[src/rtl/fifo_bram_flagged_if.sv]
// Enqueue/dequeue handshake bundle for fifo_bram_flagged.
// master = producer/consumer side, slave = the FIFO.
interface fifo_bram_flagged_if #(
  parameter int N_DATA_BITS = 32,
  parameter int N_ENTRIES   = 16
);
  localparam int CW = $clog2(N_ENTRIES + 1);

  logic [N_DATA_BITS-1:0] enq_data;
  logic                   enq_en;
  logic                   notFull;
  logic                   almostFull;
  logic [N_DATA_BITS-1:0] first;
  logic                   deq_en;
  logic                   notEmpty;
  logic                   almostEmpty;
  logic [CW-1:0]          count;
  logic                   err_overflow;
  logic                   err_underflow;

  modport master (
    output enq_data, enq_en, deq_en,
    input  notFull, almostFull, first, notEmpty, almostEmpty, count,
           err_overflow, err_underflow
  );

  modport slave (
    input  enq_data, enq_en, deq_en,
    output notFull, almostFull, first, notEmpty, almostEmpty, count,
           err_overflow, err_underflow
  );
endinterface

[src/rtl/fifo_bram_flagged.sv]
// Inferred-BRAM FIFO, any depth >= 2, with occupancy, almost flags and sticky error flags.
// The registered BRAM read port doubles as the head-of-queue register (first).
module fifo_bram_flagged #(
  parameter int N_DATA_BITS  = 32,
  parameter int N_ENTRIES    = 16,
  parameter int THRESHOLD    = 1,
  parameter int AE_THRESHOLD = 1
) (
  input logic               clk,
  input logic               reset_n,
  fifo_bram_flagged_if.slave bus
);
  localparam int CW = $clog2(N_ENTRIES + 1);
  localparam int PW = (N_ENTRIES > 1) ? $clog2(N_ENTRIES) : 1;
  localparam logic [CW-1:0] FULL_CNT = CW'(N_ENTRIES);
  localparam logic [PW-1:0] LAST_PTR = PW'(N_ENTRIES - 1);

  if (N_ENTRIES < 2 || THRESHOLD < 0 || THRESHOLD >= N_ENTRIES ||
      AE_THRESHOLD < 0 || AE_THRESHOLD >= N_ENTRIES) begin : g_bad_params
    $error("fifo_bram_flagged: illegal parameter combination");
  end

  logic [N_DATA_BITS-1:0] mem [N_ENTRIES];
  logic [N_DATA_BITS-1:0] first_q;
  logic [PW-1:0]          wr_ptr, rd_ptr;
  logic [CW-1:0]          count;
  logic                   head_vld;
  logic                   err_ovf, err_udf;

  logic not_full, bram_full, bram_nonempty;
  logic enq_acc, deq_acc, rd;

  function automatic logic [PW-1:0] next_ptr(input logic [PW-1:0] p);
    return (p == LAST_PTR) ? '0 : p + PW'(1);
  endfunction

  // Words in the array = total count minus the one parked in first_q.
  assign bram_full     = (count - CW'(head_vld)) == FULL_CNT;
  assign bram_nonempty = (wr_ptr != rd_ptr) || bram_full;
  assign not_full      = count != FULL_CNT;
  assign enq_acc       = bus.enq_en && not_full;
  assign deq_acc       = bus.deq_en && head_vld;
  assign rd            = (!head_vld || bus.deq_en) && bram_nonempty;

  always_ff @(posedge clk) begin
    if (!reset_n) begin
      wr_ptr   <= '0;
      rd_ptr   <= '0;
      count    <= '0;
      head_vld <= 1'b0;
      err_ovf  <= 1'b0;
      err_udf  <= 1'b0;
    end else begin
      if (enq_acc) wr_ptr <= next_ptr(wr_ptr);
      if (rd)      rd_ptr <= next_ptr(rd_ptr);
      head_vld <= (head_vld && !bus.deq_en) || rd;
      case ({enq_acc, deq_acc})
        2'b10:   count <= count + CW'(1);
        2'b01:   count <= count - CW'(1);
        default: count <= count;
      endcase
      if (bus.enq_en && !not_full) err_ovf <= 1'b1;
      if (bus.deq_en && !head_vld) err_udf <= 1'b1;
    end
  end

  // Storage and read register carry no reset, so they map onto block RAM.
  always_ff @(posedge clk) begin
    if (reset_n && enq_acc) mem[wr_ptr] <= bus.enq_data;
  end

  always_ff @(posedge clk) begin
    if (reset_n && rd) first_q <= mem[rd_ptr];
  end

  assign bus.notFull       = not_full;
  assign bus.almostFull    = (FULL_CNT - count) <= CW'(THRESHOLD);
  assign bus.almostEmpty   = count <= CW'(AE_THRESHOLD);
  assign bus.first         = first_q;
  assign bus.notEmpty      = head_vld;
  assign bus.count         = count;
  assign bus.err_overflow  = err_ovf;
  assign bus.err_underflow = err_udf;

`ifndef SYNTHESIS
  always_ff @(posedge clk) begin
    if (reset_n) begin
      assert (count <= FULL_CNT);
      assert (!head_vld || count != '0);
    end
  end
`endif
endmodule

[src/flat_wrapper.sv]
// flat-port wrapper written by rule: the top's interface ports become plain ports
module fifo_bram_flagged_flat 
#(
  parameter int N_DATA_BITS  = 32,
  parameter int N_ENTRIES    = 16,
  parameter int THRESHOLD    = 1,
  parameter int AE_THRESHOLD = 1
)
  (clk, reset_n, bus_enq_data, bus_enq_en, bus_deq_en, bus_notFull, bus_almostFull, bus_first, bus_notEmpty, bus_almostEmpty, bus_count, bus_err_overflow, bus_err_underflow);
  fifo_bram_flagged_if #(.N_DATA_BITS(N_DATA_BITS), .N_ENTRIES(N_ENTRIES)) bus_i ();
  input logic clk;
  input logic reset_n;
  input wire logic [$bits(bus_i.enq_data)-1:0] bus_enq_data;
  input wire logic [$bits(bus_i.enq_en)-1:0] bus_enq_en;
  input wire logic [$bits(bus_i.deq_en)-1:0] bus_deq_en;
  output wire logic [$bits(bus_i.notFull)-1:0] bus_notFull;
  output wire logic [$bits(bus_i.almostFull)-1:0] bus_almostFull;
  output wire logic [$bits(bus_i.first)-1:0] bus_first;
  output wire logic [$bits(bus_i.notEmpty)-1:0] bus_notEmpty;
  output wire logic [$bits(bus_i.almostEmpty)-1:0] bus_almostEmpty;
  output wire logic [$bits(bus_i.count)-1:0] bus_count;
  output wire logic [$bits(bus_i.err_overflow)-1:0] bus_err_overflow;
  output wire logic [$bits(bus_i.err_underflow)-1:0] bus_err_underflow;
  assign bus_i.enq_data = bus_enq_data;
  assign bus_i.enq_en = bus_enq_en;
  assign bus_i.deq_en = bus_deq_en;
  assign bus_notFull = bus_i.notFull;
  assign bus_almostFull = bus_i.almostFull;
  assign bus_first = bus_i.first;
  assign bus_notEmpty = bus_i.notEmpty;
  assign bus_almostEmpty = bus_i.almostEmpty;
  assign bus_count = bus_i.count;
  assign bus_err_overflow = bus_i.err_overflow;
  assign bus_err_underflow = bus_i.err_underflow;
  fifo_bram_flagged #(.N_DATA_BITS(N_DATA_BITS), .N_ENTRIES(N_ENTRIES), .THRESHOLD(THRESHOLD), .AE_THRESHOLD(AE_THRESHOLD)) u_core (.clk(clk), .reset_n(reset_n), .bus(bus_i));
endmodule
[config.mk]
export PLATFORM = sky130hd
export DESIGN_NAME = fifo_bram_flagged_flat
export DESIGN_NICKNAME = d
export VERILOG_FILES = /design/src/rtl/fifo_bram_flagged_if.sv /design/src/rtl/fifo_bram_flagged.sv /design/src/flat_wrapper.sv
export SDC_FILE = /design/constraint.sdc
export NUM_CORES = 1
export LEC_CHECK = 0
export BUFFER_PORTS_ARGS = -buffer_cell sky130_fd_sc_hd__buf_2
export CAP_MARGIN = 20
export CORE_ASPECT_RATIO = 1.25
export CORE_MARGIN = 2
export CORE_UTILIZATION = 65
export CTS_BUF_LIST = sky130_fd_sc_hd__clkbuf_8
export CTS_CLUSTER_DIAMETER = 120
export DETAILED_ROUTE_END_ITERATION = 16
export PLACE_DENSITY = 0.81
export SYNTH_ARGS = -nofsm -noshare
export SYNTH_HDL_FRONTEND = slang
export SYNTH_SLANG_ARGS = --single-unit
[constraint.sdc]
create_clock -name clk -period 6.2 [get_ports clk]
set_clock_uncertainty 0.2 [all_clocks]
set_input_delay 0.31 -clock clk [delete_from_list [all_inputs] [get_ports clk]]
set_output_delay 0.31 -clock clk [all_outputs]
set_load 0.02 [all_outputs]
==> impl_summary.txt, run 1 <==
----------------------------------------------------
[Outcome]
  Status ... finished clean

[Synthesis]
  Instance count of the mapped netlist ... between 900 and 1k
  Fraction of the yosys area taken by sequential cells ... 77.2%
  Share of flip-flops with an asynchronous set or reset ... 0%
  Number of storage elements in the synthesis netlist ... 560
  Synthesized area divided by synthesized cell count ... around 22 um^2
  Synthesis warning total ... 0
  Post-Synthesis Cell Area ... roughly 22000 um^2
  Count of unique library cells instantiated by Yosys ... 38
  Post-synth top flop ... sky130_fd_sc_hd__edfxtp_1
  Nets in the synthesized netlist ... slightly above 1k
  EDFF count, synth ... approximately 540

[CTS]
  Clock buffers created by TritonCTS ... 79
  CTS clk-pin slew, worst paths ... about 0.070 ns
  TritonCTS clock tree ... built
  Post-CTS resize count ... 0
  Buffer levels on the longest clock path ... 3
  Clock network latency to the later pin of the worst-skew pair ... 0.61 ns
  Postcts setup bufs ... 0
  Number of clock sinks ... 560
  Root buffer cell ... sky130_fd_sc_hd__clkbuf_8
  H-Tree Depth ... 3
  Post-CTS Hold Buffers ... 35

[Layout]
  Commonest cells after routing, fill and taps aside ... sky130_fd_sc_hd__edfxtp_1 (544), sky130_fd_sc_hd__mux4_2 (128), sky130_fd_sc_hd__clkbuf_8 (83)
  Fraction of the core area covered by cells at the end of the flow ... 73.8%
  Number of nets in the final layout ... around 1.2k
  Syn-to-layout area delta ... 11.7%
  Most common cell after layout, fill and taps aside ... sky130_fd_sc_hd__edfxtp_1
  Post-route cell area ... about 24000 um^2
  Proportion of layout cells with a drive suffix above 1 ... between 20 and 30%
  Antenna diode count ... 0

[Detailed routing]
  Mean routed wirelength per cell ... roughly 25 um
  Routed wire length ... ~40000 um
  Routed vias/inst ... ~6.3
  Starting DRT DRC Count ... ~830
  Number of iterations in the first detailed-routing pass ... 5
  DRC Markers ... 0
  Final antenna-violating net count ... 0
  Vias after detailed routing ... 10.2k

[Timing]
  Highest Clock Rate ... ~270 MHz
  Period minus WS final ... between 3 and 4 ns
  Final WS setup ... around 2.5 ns
  Final number of setup-violating endpoints ... 0
  RSZ-0062 raised after global routing ... false
  Final setup TNS ... 0 ns
  Least-Margin Pin Slew ... between 1 and 1.5 ns
  Number of endpoints with negative hold slack in the final report ... 0
  Post-route clock period utilization ... about three fifths
  Number of slew-limit violations in the final report ... 0
  Worst max-slew margin expressed relative to the limit ... a little over a quarter

[Placed design]
  Area of placed instances ... around 22000 um^2
  Count of buffers inserted at the top-level ports ... between 70 and 80
  Final RePlAce weighted congestion ... 0.757
  DP Worst Slack ... ~2.6 ns
  Placed wire-length estimate after detailed placement ... 20900 um

[Run]
  Max_cap viols ... 0

[Floorplan]
  Vertical die dimension ... a little over 200 um
  Die footprint ... around 35000 um^2
  Placeable core region ... between 30000 and 40000 um^2
  Standard-cell row count ... 74
  Count of pins on the block boundary ... 79
  Die width ... ~170 um
  Starting density of the core ... between 60% and 70%

[Global route]
  Largest net degree at the start of global routing ... just under 80
  Initial antenna violation count ... 0
  Via count of the first global-routing pass ... between 10k and 15k
  Overall track demand over capacity in global routing ... between 20% and 30%
  Sum of overflow across all layers after global routing ... 0
  Global-route wire length before repair ... roughly 62000 um

[Setup path]
  Required time worst endpoint ... between 6 and 7 ns
  Reg2reg setup slack ... 2.50 ns
  Kind of cell adding the most delay to the critical path ... simple AND/OR/NAND/NOR gates
  Critical Path, Cell by Cell ... inv_1 -> ha_1 -> nor3b_1 -> ha_1 -> nor2b_1 -> nand2_1 -> nor3b_1 -> and2_2
  Arrival time of data at the critical path endpoint ... approximately 3.7 ns
  Count of buffer and inverter cells on the critical path ... 1
  Worst-path fanout max ... 32
  Critical R2R Launch ... u_core.bus.count[0]$_SDFFE_PN0P_
  Count of cells along the worst register-to-register path ... 8
  Slowest cell delay on critical path ... between 0.8 and 0.9 ns
  Capture point of the worst reg-to-reg path ... u_core.mem[9][21]$_DFFE_PP_
  Type of the setup path with the least slack ... reg2reg
  Kind of launch point of the worst setup path ... flop
  Type of element capturing the critical path ... flop
  Slowest library cell on the worst path ... sky130_fd_sc_hd__and2_2
  CP Launch Point ... u_core.bus.count[0]$_SDFFE_PN0P_

[Hold path]
  Hold path depth ... 2
  Hold WC Path Type ... reg2reg
  Endpoint of the worst hold-timing path ... u_core.bus.err_underflow$_SDFFE_PN0P_
  Start point of the worst hold path ... u_core.bus.err_underflow$_SDFFE_PN0P_

[Pwr]
  PwrDens ... ~360 nW/um^2
  Static leakage ... roughly 7.6 nW
  Final Power ... between 8 and 9 mW
  Peak supply drop ... between 0.3 and 0.4 mV

----------------------------------------------------
[per-layer routing]
| metal | track usage, % | share of wire, % | wire length (um) | up-vias |
|---|---|---|---|---|
| li1 | - | - | - | 4412 |
| met1 | 31.4 | 39 | 15500 | 5268 |
| met2 | 40.1 | 53 | 21200 | 382 |
| met3 | 4.21 | 5.6 | 2240 | 89 |
| met4 | 8.56 | 2.5 | 994 | 0 |
| met5 | 0 | 0 | 0 | - |
[logic make-up (layout without fill, tap and decap cells)]
kind of cell / Yosys count / after routing / share of synthesized area, %
flops: 560 / 560 / 77.2
mux: 164 / 164 / 15.0
simple gates: 98 / 98 / 2.72
compound gates: 85 / 85 / 2.42
buf+inv: 62 / 270 / 1.57
fa+ha+maj: 11 / 11 / 0.638
xor+xnor: 11 / 11 / 0.446
[worst register-to-register path: cells and delay by family (launching register included)]
family / cells / cell delay [ns]
fa+ha+maj: 2 / 0.49
flops: 1 / 0.49
buf+inv: 1 / 0.11
simple gates: 5 / 1.99
[registers in the layout, indices dropped and copies added (netlist names)]
name / flops
u_core.bus.count: 5
u_core.bus.err_overflow: 1
u_core.bus.err_underflow: 1
u_core.bus.first: 32
u_core.bus.notEmpty: 1
u_core.mem: 512
u_core.rd_ptr: 4
u_core.wr_ptr: 4
[cell usage after synthesis, drive strengths merged (2+ instances only)]
cell type / count / area [um^2]
buf: 35 / 238
nor3b: 3 / 22.5
inv: 8 / 30.0
nand4: 2 / 12.5
nor2: 15 / 56.3
mux2i: 36 / 360
xnor2: 3 / 26.3
nor2b: 33 / 206
a21oi: 45 / 225
edfxtp: 544 / 16300
xor2: 8 / 70.1
ha: 11 / 138
nand3b: 3 / 22.5
mux4: 128 / 2880
and2: 18 / 113
o21ai: 2 / 10.0
a211oi: 34 / 255
nor4: 2 / 27.5
dfxtp: 16 / 320
nand2b: 2 / 12.5
nand2: 11 / 41.3
clkbuf: 19 / 71.3
nand4b: 3 / 26.3
[cell type report]
cell class                      count  area [um^2]
Clock inverter                     60          339
Tap cell                          418          523
Sequential cell                   560        16700
Multi-Input combinational cell    369         4610
Clock buffer                       83         1140
Timing Repair Buffer              119          798
Fill cell                        1825         8570
Inverter                            8         30.0
[where the power goes]
group | internal, mW | leakage, nW | total (mW) | switching [mW]
registers | 4.32 | 5.04 | 4.45 | 0.131
logic | 0.730 | 1.76 | 1.55 | 0.822
clock network | 1.37 | 0.845 | 2.69 | 1.32
[through the flow]
step                std cells  hold WS [ns]
floorplan                 991         0.209
global placement         1439         0.245
detailed placement       1439         0.252
CTS                      1617         0.268
global route             1617         0.307
finish                   1617         0.263
[how the worst max path moves through the flow]
stage / endpoint / slack, ns / cells past startpoint
finish: u_core.mem[9][21]$_DFFE_PP_ / 2.50 / 8
floorplan: u_core.mem[4][0]$_DFFE_PP_ / 2.86 / 8
detailed placement: u_core.mem[6][15]$_DFFE_PP_ / 2.64 / 8
global route: u_core.mem[8][0]$_DFFE_PP_ / 2.28 / 8
CTS: u_core.mem[8][20]$_DFFE_PP_ / 2.55 / 8
global placement: u_core.mem[6][15]$_DFFE_PP_ / 2.79 / 8
(Power assumes the default switching activity.)
==> run 2: changes to the inputs <==
--- a/config.mk
+++ b/config.mk
@@ -9,11 +9,11 @@
 export CAP_MARGIN = 20
 export CORE_ASPECT_RATIO = 1.25
 export CORE_MARGIN = 2
-export CORE_UTILIZATION = 65
+export CORE_UTILIZATION = 58
 export CTS_BUF_LIST = sky130_fd_sc_hd__clkbuf_8
 export CTS_CLUSTER_DIAMETER = 120
 export DETAILED_ROUTE_END_ITERATION = 16
-export PLACE_DENSITY = 0.81
+export PLACE_DENSITY = 0.76
 export SYNTH_ARGS = -nofsm -noshare
 export SYNTH_HDL_FRONTEND = slang
 export SYNTH_SLANG_ARGS = --single-unit
==> constraint.sdc (replaced) <==
create_clock -name clk -period 3.16 [get_ports clk]
set_clock_uncertainty 0.2 [all_clocks]
set_input_delay 0.158 -clock clk [delete_from_list [all_inputs] [get_ports clk]]
set_output_delay 0.158 -clock clk [all_outputs]
set_load 0.02 [all_outputs]
==> impl_summary.txt, run 2 (synthesis results as in run 1) <==
----------------------------------------------------
[Global route]
  Overall track demand over capacity in global routing ... 23.6% (-0.059 points)
  Sum of overflow across all layers after global routing ... 0 (unchanged)
  Via count of the first global-routing pass ... 10.9k (+2.8%)
  Global-route wire length before repair ... 66100 um (+7.5%)
  Largest net degree at the start of global routing ... 73 (-7.6%)
  Initial antenna violation count ... 0 (unchanged)

[Pwr]
  Comb power frac ... 20.3% (+2.4 points)
  Switching share of power ... 26.7% (+0.59 points)
  Share of power burned in registers ... 49.9% (-1.3 points)
  PwrDens ... 691 nW/um^2 (+92%)
  Part of the total power dissipated in the clock network ... 29.8% (-1.2 points)
  Static leakage ... 8.05 nW (+5.3%)
  Net Switching ... 4.62 mW (+100%)
  Cell internal power dissipation ... 12.7 mW (+98%)
  Peak supply drop ... 0.439 mV (+46%)

[Detailed routing]
  Starting DRT DRC Count ... 1084 (+30%)
  Routed wire length ... 43800 um (+9.6%)
  Final antenna-violating net count ... 0 (unchanged)
  DRC Markers ... 0 (unchanged)
  Vias after detailed routing ... 10.4k (+2.4%)
  Number of iterations in the first detailed-routing pass ... 7 (+2)
  Routed vias/inst ... 5.96 (-5.1%)
  Mean routed wirelength per cell ... 25.1 um (+1.5%)

[Layout]
  FILL cells ... 2308 (+26%)
  Max FFs per register ... 512 (unchanged)
  Most common cell after layout, fill and taps aside ... sky130_fd_sc_hd__edfxtp_1
  Finished Layout Cells ... 1745 (+7.9%)
  Proportion of layout cells with a drive suffix above 1 ... 31.2% (+2.9 points)
  Number of nets in the final layout ... 1249 (+5.5%)
  Syn-to-layout area delta ... 16.1%
  Register with the most flip-flops ... u_core.mem
  Antenna diode count ... 0 (unchanged)
  Commonest cells after routing, fill and taps aside ... sky130_fd_sc_hd__edfxtp_1 (544), sky130_fd_sc_hd__mux4_2 (128), sky130_fd_sc_hd__clkbuf_8 (81)

[Timing]
  Least-Margin Pin Slew ... 0.917 ns (-0.185 ns)
  Final number of setup-violating endpoints ... 0 (unchanged)
  Number of endpoints with negative hold slack in the final report ... 0 (unchanged)
  Final WS setup ... 0.255 ns (-2.25 ns)
  RSZ-0062 raised after global routing ... false
  Worst max-slew margin expressed relative to the limit ... 38.8% (+12 points)
  Number of slew-limit violations in the final report ... 0 (unchanged)
  Post-route clock period utilization ... 91.9% (+32 points)
  Period minus WS final ... 2.90 ns (-0.793 ns)
  Highest Clock Rate ... 344 MHz (+27%)
  Final hold slack ... 0.243 ns (-0.0194 ns)
  Final setup TNS ... 0 ns (unchanged)

[Placed design]
  DP Worst Slack ... 0.204 ns (-2.44 ns)
  Cells after DPL ... 1568 (+9.0%)
  Final RePlAce weighted congestion ... 0.812 (+7.2%)
  Placed wire-length estimate after detailed placement ... 27400 um (+31%)
  Count of buffers inserted at the top-level ports ... 78 (unchanged)

[Setup path]
  Critical R2R Launch ... u_core.bus.count[1]$_SDFFE_PN0P_
  CP Launch Point ... u_core.bus.count[1]$_SDFFE_PN0P_
  Worst-path fanout max ... 6 (-81%)
  Required time worst endpoint ... 3.45 ns (-2.77 ns)
  Type of the setup path with the least slack ... reg2reg
  Type of element capturing the critical path ... flop
  Kind of launch point of the worst setup path ... flop
  Arrival time of data at the critical path endpoint ... 3.20 ns (-0.51 ns)

[Floorplan]
  Standard-cell row count ... 79 (+6.8%)
  Placeable core region ... 37000 um^2 (+13%)
  Starting density of the core ... 58.4% (-7.7 points)
  Die footprint ... 38800 um^2 (+12%)
  Count of pins on the block boundary ... 79 (unchanged)
  Vertical die dimension ... 220 um (+5.8%)
  Die width ... 177 um (+5.7%)

[CTS]
  Clock buffers created by TritonCTS ... 81 (+2.5%)
  TritonCTS clock tree ... built
  Root buffer cell ... sky130_fd_sc_hd__clkbuf_8
  H-Tree Depth ... 3 (unchanged)
  Buffer levels on the longest clock path ... 3 (unchanged)
  Number of clock sinks ... 560 (unchanged)
  Postcts setup bufs ... 0 (unchanged)
  Clock network latency to the later pin of the worst-skew pair ... 0.64 ns (+0.03 ns)
  CTS clk-pin slew, worst paths ... 0.06 ns (about the same)

[Hold path]
  Start point of the worst hold path ... reset_n
  Hold WC Path Type ... in2reg

[Outcome]
  Status ... finished clean

[Run]
  Max_cap viols ... 0 (unchanged)

----------------------------------------------------
run 2: cell types whose count changed in the layout (fill, tap and decap cells not counted), sizes merged:
cell / previous run / this run
clkbuf: 83 / 81
buf: 84 / 145
bufinv: 3 / 2
clkinv: 31 / 30
inv: 31 / 33
clkinvlp: 3 / 2
dlygate4sd3: 35 / 37
run 2: through the flow:
step                cell area (um^2)  total power, mW  util, %
finish                         25100             17.3     67.8
global route                   25100             18.0     67.8
CTS                            25100             17.5     67.8
detailed placement             23300             12.3     62.9
global placement               23300             12.3     62.9
floorplan                      21600             11.2        -
run 2: power groups by stage:
stage	registers (mW)	clock network [mW]	logic [mW]
detailed placement	8.79	0	3.54
global route	8.66	5.58	3.80
finish	8.64	5.15	3.52
CTS	8.64	5.26	3.59
floorplan	8.90	0	2.27
global placement	8.78	0	3.50
run 2: final timing paths:
| kind | to | slack [ns] | cells past startpoint |
|---|---|---|---|
| worst max-delay path | u_core.bus.count[3]$_SDFFE_PN0P_ | 0.26 | 11 |
| worst min-delay path | u_core.rd_ptr[1]$_SDFFE_PN0P_ | 0.24 | 4 |
| worst max register to register | u_core.bus.count[3]$_SDFFE_PN0P_ | 0.26 | 11 |
| worst min register to register | u_core.bus.count[1]$_SDFFE_PN0P_ | 0.32 | 2 |
run 2: layout make-up:
| class | count | area (um^2) | share of cell area (%) |
|---|---|---|---|
| Multi-Input combinational cell | 369 | 4610 | 18.4 |
| Timing Repair Buffer | 182 | 1730 | 6.89 |
| Inverter | 8 | 30.0 | 0.120 |
| Clock buffer | 81 | 1110 | 4.45 |
| Clock inverter | 59 | 303 | 1.21 |
| Sequential cell | 560 | 16700 | 66.5 |
| Tap cell | 486 | 608 | 2.43 |
run 2: critical path, stage by stage, from the launching register on:
cell	delay, ns
sky130_fd_sc_hd__dfxtp_1	0.31
sky130_fd_sc_hd__inv_1	0.09
sky130_fd_sc_hd__ha_1	0.24
sky130_fd_sc_hd__nor3b_1	0.23
sky130_fd_sc_hd__ha_1	0.24
sky130_fd_sc_hd__nor2b_2	0.09
sky130_fd_sc_hd__inv_1	0.12
sky130_fd_sc_hd__ha_1	0.29
sky130_fd_sc_hd__or4b_2	0.60
sky130_fd_sc_hd__a21oi_1	0.19
sky130_fd_sc_hd__xnor2_1	0.13
sky130_fd_sc_hd__nor2_1	0.05
run 2: timing repair:
action | in CTS | in global routing
hold buffers | 37 | 0
gates resized for setup | 0 | 1
endpoints found under the hold margin | 528 | 0
setup endpoints to repair | 0 | 14
run 2: routing by layer:
layer / vias to the layer above / global-route usage, % / share of wire [%]
met2: 347 / 41.5 / 54
met4: 0 / 11.2 / 3.4
met1: 5418 / 28.5 / 37
met5: - / 0 / 0
li1: 4547 / - / -
met3: 84 / 4.02 / 5.1
